==> config.mk <==
export PLATFORM = sky130hd
export DESIGN_NAME = pic_bus_master
export DESIGN_NICKNAME = d
export VERILOG_FILES = /design/src/rtl/pic_bus_pkg.sv /design/src/rtl/pic_bus_cycle.sv /design/src/rtl/pic_bus_master.sv
export SDC_FILE = /design/constraint.sdc
export NUM_CORES = 1
export LEC_CHECK = 0
export CORE_MARGIN = 2
export CORE_UTILIZATION = 25
export DETAILED_ROUTE_END_ITERATION = 6
export SLEW_MARGIN = 30
export SYNTH_ARGS = -nofsm -noshare
export SYNTH_HDL_FRONTEND = slang
export SYNTH_SLANG_ARGS = --single-unit
==> constraint.sdc <==
create_clock -name clock -period 2.05 [get_ports clock]
set_clock_uncertainty 0.1 [all_clocks]
set_input_delay 0.41 -clock clock [delete_from_list [all_inputs] [get_ports clock]]
set_output_delay 0.41 -clock clock [all_outputs]
set_load 0.005 [all_outputs]
==> src/rtl/pic_bus_pkg.sv <==
// Shared types and timing constants for the 8259 bus master.
package pic_bus_pkg;

    localparam int unsigned SETUP_CYCLES  = 1;
    localparam int unsigned STROBE_CYCLES = 2;
    localparam int unsigned HOLD_CYCLES   = 1;
    localparam int          CNT_W         = 4;

    typedef enum logic [1:0] {
        PH_IDLE,
        PH_SETUP,
        PH_STROBE,
        PH_HOLD
    } phase_e;

    typedef enum logic [2:0] {
        S_IDLE,
        S_ICW1,
        S_ICW2,
        S_ICW3,
        S_ICW4,
        S_DONE
    } seq_e;

    // ICW3 only exists in cascade mode (SNGL=0); ICW4 only when IC4=1.
    function automatic seq_e next_icw(input seq_e s, input logic sngl, input logic ic4);
        case (s)
            S_ICW1:  next_icw = S_ICW2;
            S_ICW2:  next_icw = !sngl ? S_ICW3 : (ic4 ? S_ICW4 : S_DONE);
            S_ICW3:  next_icw = ic4 ? S_ICW4 : S_DONE;
            default: next_icw = S_DONE;
        endcase
    endfunction

endpackage

==> src/rtl/pic_bus_cycle.sv <==
// Phase engine: runs one SETUP/STROBE/HOLD bus access per start pulse.
module pic_bus_cycle import pic_bus_pkg::*; (
    input  logic       clock,
    input  logic       reset,
    input  logic       start,
    input  logic       write,
    input  logic       a0,
    input  logic [7:0] wdata,
    input  logic [7:0] data_in,
    output phase_e     phase,
    output logic       hold_end,
    output logic       done,
    output logic       CS_n,
    output logic       RD_n,
    output logic       WR_n,
    output logic       A0,
    output logic [7:0] data_out,
    output logic       data_oe,
    output logic       rsp_valid,
    output logic [7:0] rsp_data
);

    logic [CNT_W-1:0] cnt_q;
    logic             wr_q;

    assign hold_end = (phase == PH_HOLD) && (cnt_q == '0);

    always_ff @(posedge clock) begin
        if (!reset) begin
            phase     <= PH_IDLE;
            cnt_q     <= '0;
            wr_q      <= 1'b0;
            done      <= 1'b0;
            CS_n      <= 1'b1;
            RD_n      <= 1'b1;
            WR_n      <= 1'b1;
            A0        <= 1'b0;
            data_out  <= 8'h00;
            data_oe   <= 1'b0;
            rsp_valid <= 1'b0;
            rsp_data  <= 8'h00;
        end else begin
            done <= 1'b0;
            case (phase)
                PH_IDLE: begin
                    if (start) begin
                        phase    <= PH_SETUP;
                        cnt_q    <= CNT_W'(SETUP_CYCLES - 1);
                        wr_q     <= write;
                        CS_n     <= 1'b0;
                        A0       <= a0;
                        data_out <= write ? wdata : 8'h00;
                        data_oe  <= write;
                    end
                end
                PH_SETUP: begin
                    if (cnt_q == '0) begin
                        phase <= PH_STROBE;
                        cnt_q <= CNT_W'(STROBE_CYCLES - 1);
                        WR_n  <= ~wr_q;
                        RD_n  <= wr_q;
                    end else begin
                        cnt_q <= cnt_q - CNT_W'(1);
                    end
                end
                PH_STROBE: begin
                    if (cnt_q == '0) begin
                        phase <= PH_HOLD;
                        cnt_q <= CNT_W'(HOLD_CYCLES - 1);
                        WR_n  <= 1'b1;
                        RD_n  <= 1'b1;
                        // read data is captured on the edge that ends the strobe
                        if (!wr_q) begin
                            rsp_data  <= data_in;
                            rsp_valid <= 1'b1;
                        end
                    end else begin
                        cnt_q <= cnt_q - CNT_W'(1);
                    end
                end
                default: begin
                    if (cnt_q == '0) begin
                        phase     <= PH_IDLE;
                        CS_n      <= 1'b1;
                        data_oe   <= 1'b0;
                        rsp_valid <= 1'b0;
                        done      <= 1'b1;
                    end else begin
                        cnt_q <= cnt_q - CNT_W'(1);
                    end
                end
            endcase
        end
    end

endmodule

==> src/rtl/pic_bus_master.sv <==
// 8259 bus master: ICW init sequencer plus a single-access request channel.
module pic_bus_master import pic_bus_pkg::*; (
    input  logic       clock,
    input  logic       reset,
    input  logic       init_start,
    input  logic [7:0] icw1,
    input  logic [7:0] icw2,
    input  logic [7:0] icw3,
    input  logic [7:0] icw4,
    output logic       init_busy,
    output logic       init_done,
    input  logic       req_valid,
    output logic       req_ready,
    input  logic       req_write,
    input  logic       req_a0,
    input  logic [7:0] req_wdata,
    output logic       rsp_valid,
    output logic [7:0] rsp_data,
    output logic       CS_n,
    output logic       RD_n,
    output logic       WR_n,
    output logic       A0,
    output logic [7:0] data_out,
    output logic       data_oe,
    input  logic [7:0] data_in
);

    seq_e       seq_q;
    logic       run_q;
    logic [7:0] icw1_q, icw2_q, icw3_q, icw4_q;

    phase_e     phase;
    logic       hold_end;
    logic       cyc_done;
    logic       cyc_idle;
    logic       accept_init;
    logic       accept_req;
    logic       icw_issue;
    logic       cyc_start;
    logic       cyc_write;
    logic       cyc_a0;
    logic [7:0] cyc_wdata;
    logic [7:0] icw_byte;

    assign cyc_idle    = (phase == PH_IDLE);
    assign init_busy   = seq_q inside {S_ICW1, S_ICW2, S_ICW3, S_ICW4};
    assign init_done   = cyc_done && (seq_q == S_DONE);
    // run_q keeps the channel closed for the first cycle out of reset
    assign accept_init = init_start && run_q && cyc_idle && !init_busy;
    assign req_ready   = run_q && cyc_idle && !init_busy && !init_start;
    assign accept_req  = req_valid && req_ready;
    assign icw_issue   = init_busy && cyc_idle;

    always_comb begin
        icw_byte = 8'h00;
        unique case (seq_q)
            S_ICW1:  icw_byte = icw1_q;
            S_ICW2:  icw_byte = icw2_q;
            S_ICW3:  icw_byte = icw3_q;
            S_ICW4:  icw_byte = icw4_q;
            default: icw_byte = 8'h00;
        endcase
    end

    assign cyc_start = accept_req || icw_issue;
    assign cyc_write = icw_issue ? 1'b1 : req_write;
    assign cyc_a0    = icw_issue ? (seq_q != S_ICW1) : req_a0;
    assign cyc_wdata = icw_issue ? icw_byte : req_wdata;

    always_ff @(posedge clock) begin
        if (!reset) begin
            seq_q  <= S_IDLE;
            run_q  <= 1'b0;
            icw1_q <= 8'h00;
            icw2_q <= 8'h00;
            icw3_q <= 8'h00;
            icw4_q <= 8'h00;
        end else begin
            run_q <= 1'b1;
            if (accept_init) begin
                seq_q  <= S_ICW1;
                icw1_q <= icw1;
                icw2_q <= icw2;
                icw3_q <= icw3;
                icw4_q <= icw4;
            end else if (seq_q == S_DONE) begin
                seq_q <= S_IDLE;
            end else if (init_busy && hold_end) begin
                seq_q <= next_icw(seq_q, icw1_q[1], icw1_q[0]);
            end
        end
    end

    pic_bus_cycle u_cycle (
        .clock     (clock),
        .reset     (reset),
        .start     (cyc_start),
        .write     (cyc_write),
        .a0        (cyc_a0),
        .wdata     (cyc_wdata),
        .data_in   (data_in),
        .phase     (phase),
        .hold_end  (hold_end),
        .done      (cyc_done),
        .CS_n      (CS_n),
        .RD_n      (RD_n),
        .WR_n      (WR_n),
        .A0        (A0),
        .data_out  (data_out),
        .data_oe   (data_oe),
        .rsp_valid (rsp_valid),
        .rsp_data  (rsp_data)
    );

endmodule

==> flow_summary.ini <==
[global_route]
grt_remaining_overflow = 0
top_usage_layer = met2
grt_pass1_vias = 2969
use_met3_pct = 2.75
met1_usage_pct = 18.4
grt_max_degree = 36
met2_usage_pct = 22.7
grt_pass1_wl_um = 14600
grt_use_total_pct = 14.0
antenna_found_initial = 0

[synthesis]
postSynthCellCount = 368
yosysSeqAreaShare_pct = 43.4
synthTopCellsByArea = dfxtp_1 (43%), nand2_1 (8.9%), a21oi_1 (7.1%)
synth_edf_count = 0
synthesis.area_um2 = 3040
synth_seq_cells = 66
syn_avg_cell_area_um2 = 8.27
yosysMostFrequentCell = nand2_1
yosys_warnings = 0
yosysUniqueCellTypes = 54
synth_top_area_share_pct = 43.4
synthArstFlopShare_pct = 0
synth_top_area_cell = dfxtp_1
syn_nets = 428
synth_common_cells = nand2_1 (72), dfxtp_1 (66), a21oi_1 (43)
synth_flop_cell = dfxtp_1

[floorplan]
core_um2 = 12000
initial_core_util_pct = 25.4
die_area_um2 = 13100
num_rows = 40
die_w_um = 114
die_h_um = 114
num_io_pins = 79

[timing]
fin_crit_sh_pct = 95.2
worst_pin_slew_ps = 479
finalSetupViolations = 0
min_period_ps = 1950
hold_viol_final = 0
slew_headroom_pct = 68.0
rsz0062_at_grt = no
fin_tns_setup_ps = 0
fmax_ghz = 0.512
final_max_slew_viol_count = 0

[detailed_routing]
dr_total_vias = 2960
routed_wl_um = 8770
wl_per_cell_um = 14.5
viasPerCell = 4.88
dr.pass1.iters = 4
drc = 0
detail-route-antenna-nets = 0
drt_iter0_drc = 222

[placed_design]
placed_cells = 590
gp_congestion = 0.805
dpl-instance-area_um2 = 4110
dp_hpwl_um = 6600
io_buffers = 78

[critical_path]
r2r_slack_ps = 110
crit_family = buffers and inverters
crit_chain = buf_6 -> nor2b_2 -> and3_1 -> dlygate4sd2_1
cp_data_required_time_ps = 1540
crit_type = reg -> out
crit_cells = 4
worst_r2r_path_depth = 5
arrival_ps = 1440
endpoint_kind = primary output
cp-start-kind = flop
r2r_start = seq_q[2]$_SDFFE_PP0P_
path_buf_inv = 2
reg2reg_to = u_cycle.phase[0]$_SDFFE_PN0P_
cpMaxStageDelayCell = dfxtp_1
path_max_fanout = 21
critPathMaxStageDelay_ps = 380

[min_path]
min_to = icw1_q[4]$_SDFFE_PN0P_
min_from = icw1_q[4]$_SDFFE_PN0P_
hold_class = reg -> reg
min_path_cells = 2

[power]
peakVddDrop_uv = 505
power_leakage_nw = 1.75
p_per_area_nw_per_um2 = 1110

[layout]
stdcell_count = 606
nets = 514
final_area_um2 = 4440
antennaDiodeCount = 0
drive_above_1_share_pct = 12.2
area_growth_pct = 45.8

[clock_tree]
clock-sinks = 66
cts_buffers = 9
worstSkewPairLatency_ps = 330
cts.path.max_buffers = 2
root_buffer = clkbuf_16
htree_levels = 3
cts_tree = built
path_clk_slew_ps = 60
postCtsSetupBuffers = 0

[run]
drv_cap = 0

[outcome]
status = completed
kinds of logic (layout without fill, tap and decap cells):
kind of cell	after synthesis	after routing	synth area share [%]
simple gates	130	130	19.4
compound gates	119	119	26.4
flops	66	66	43.4
buf+inv	37	128	5.06
mux	10	10	3.29
fa+ha+maj	6	6	2.47
how the worst max path moves through the flow:
stage                                       start                               end  slack [ps]
finish                      seq_q[1]$_SDFFE_PP0P_                         init_done         100
detailed placement                     init_start     u_cycle.cnt_q[1]$_SDFFE_PN0P_        -200
global route                seq_q[0]$_SDFFE_PN0P_  u_cycle.data_out[2]$_SDFFE_PN0P_           1
global placement                       init_start                         req_ready        -160
CTS                 u_cycle.phase[1]$_SDFFE_PN0P_                         req_ready         0.6
floorplan           u_cycle.phase[0]$_SDFFE_PN0P_            icw3_q[0]$_SDFFE_PN0P_         230
stage by stage:
stage	worst slack [ps]	util, %	hold WS (ps)	total power [mW]
5_1_grt	1.37	37.1	376	5.24
3_5_place_dp	-205	34.4	350	3.39
3_3_place_gp	-162	34.4	346	3.34
2_1_floorplan	234	-	336	2.62
4_1_cts	0.621	37.0	358	4.94
6_report	97.8	37.1	356	4.92
layer usage:
metal,vias to the layer above,share of wire [%]
met2,92,47
met3,15,5.1
li1,1482,-
met5,-,0
met1,1371,47
met4,0,1.8
final cells by class:
type | count | area [um^2]
clock buffers | 9 | 225
fillers | 1233 | 7520
clock inverters | 7 | 76.3
inverters | 10 | 37.5
multi-input cells | 265 | 1600
repair buffers | 102 | 995
flip-flops and latches | 66 | 1320
well taps | 147 | 184
cell usage in the layout (no fill, tap or decap), drive strengths merged, types with 3 or more instances in the layout:
master and n:
or3 3, a21oi 45, a21o 8, clkbuf 9, dfxtp 66, o41ai 3, a22oi 7, nand2 72
nand2b 3, buf 25, o211ai 3, ha 6, nor2 23, nor2b 3, a31oi 10, inv 12
nor3 7, clkdlybuf4s50 75, a32o 7, o21bai 4, nand3b 3, o21ai 8, o22ai 8, mux2i 10
registers in the layout, summed over array words and instances (netlist names), 3 cells and up:
name / cells
icw1_q: 8
icw4_q: 8
u_cycle.data_out: 8
u_cycle.rsp_data: 8
seq_q: 3
icw3_q: 8
icw2_q: 8
u_cycle.cnt_q: 4
where the power goes:
part / internal, mW / leakage, nW / total (mW) / switching [mW]
Sequential: 1.50 / 0.538 / 1.63 / 0.131
Combinational: 0.858 / 1.07 / 1.75 / 0.893
Clock: 0.949 / 0.142 / 1.54 / 0.592
Total: 3.31 / 1.75 / 4.92 / 1.62
tightest hold or removal path, stage by stage (launching register included):
cell and delay (ps):
dfxtp_1 310, nand2_1 50, a21oi_1 50
repair_timing:
action	CTS	global route
hold endpoints to repair	0	0
pin swaps	1	1
gates resized for setup	10	5
setup endpoints to repair	3	6
hold buffers	0	0
(Power assumes the default switching activity.)
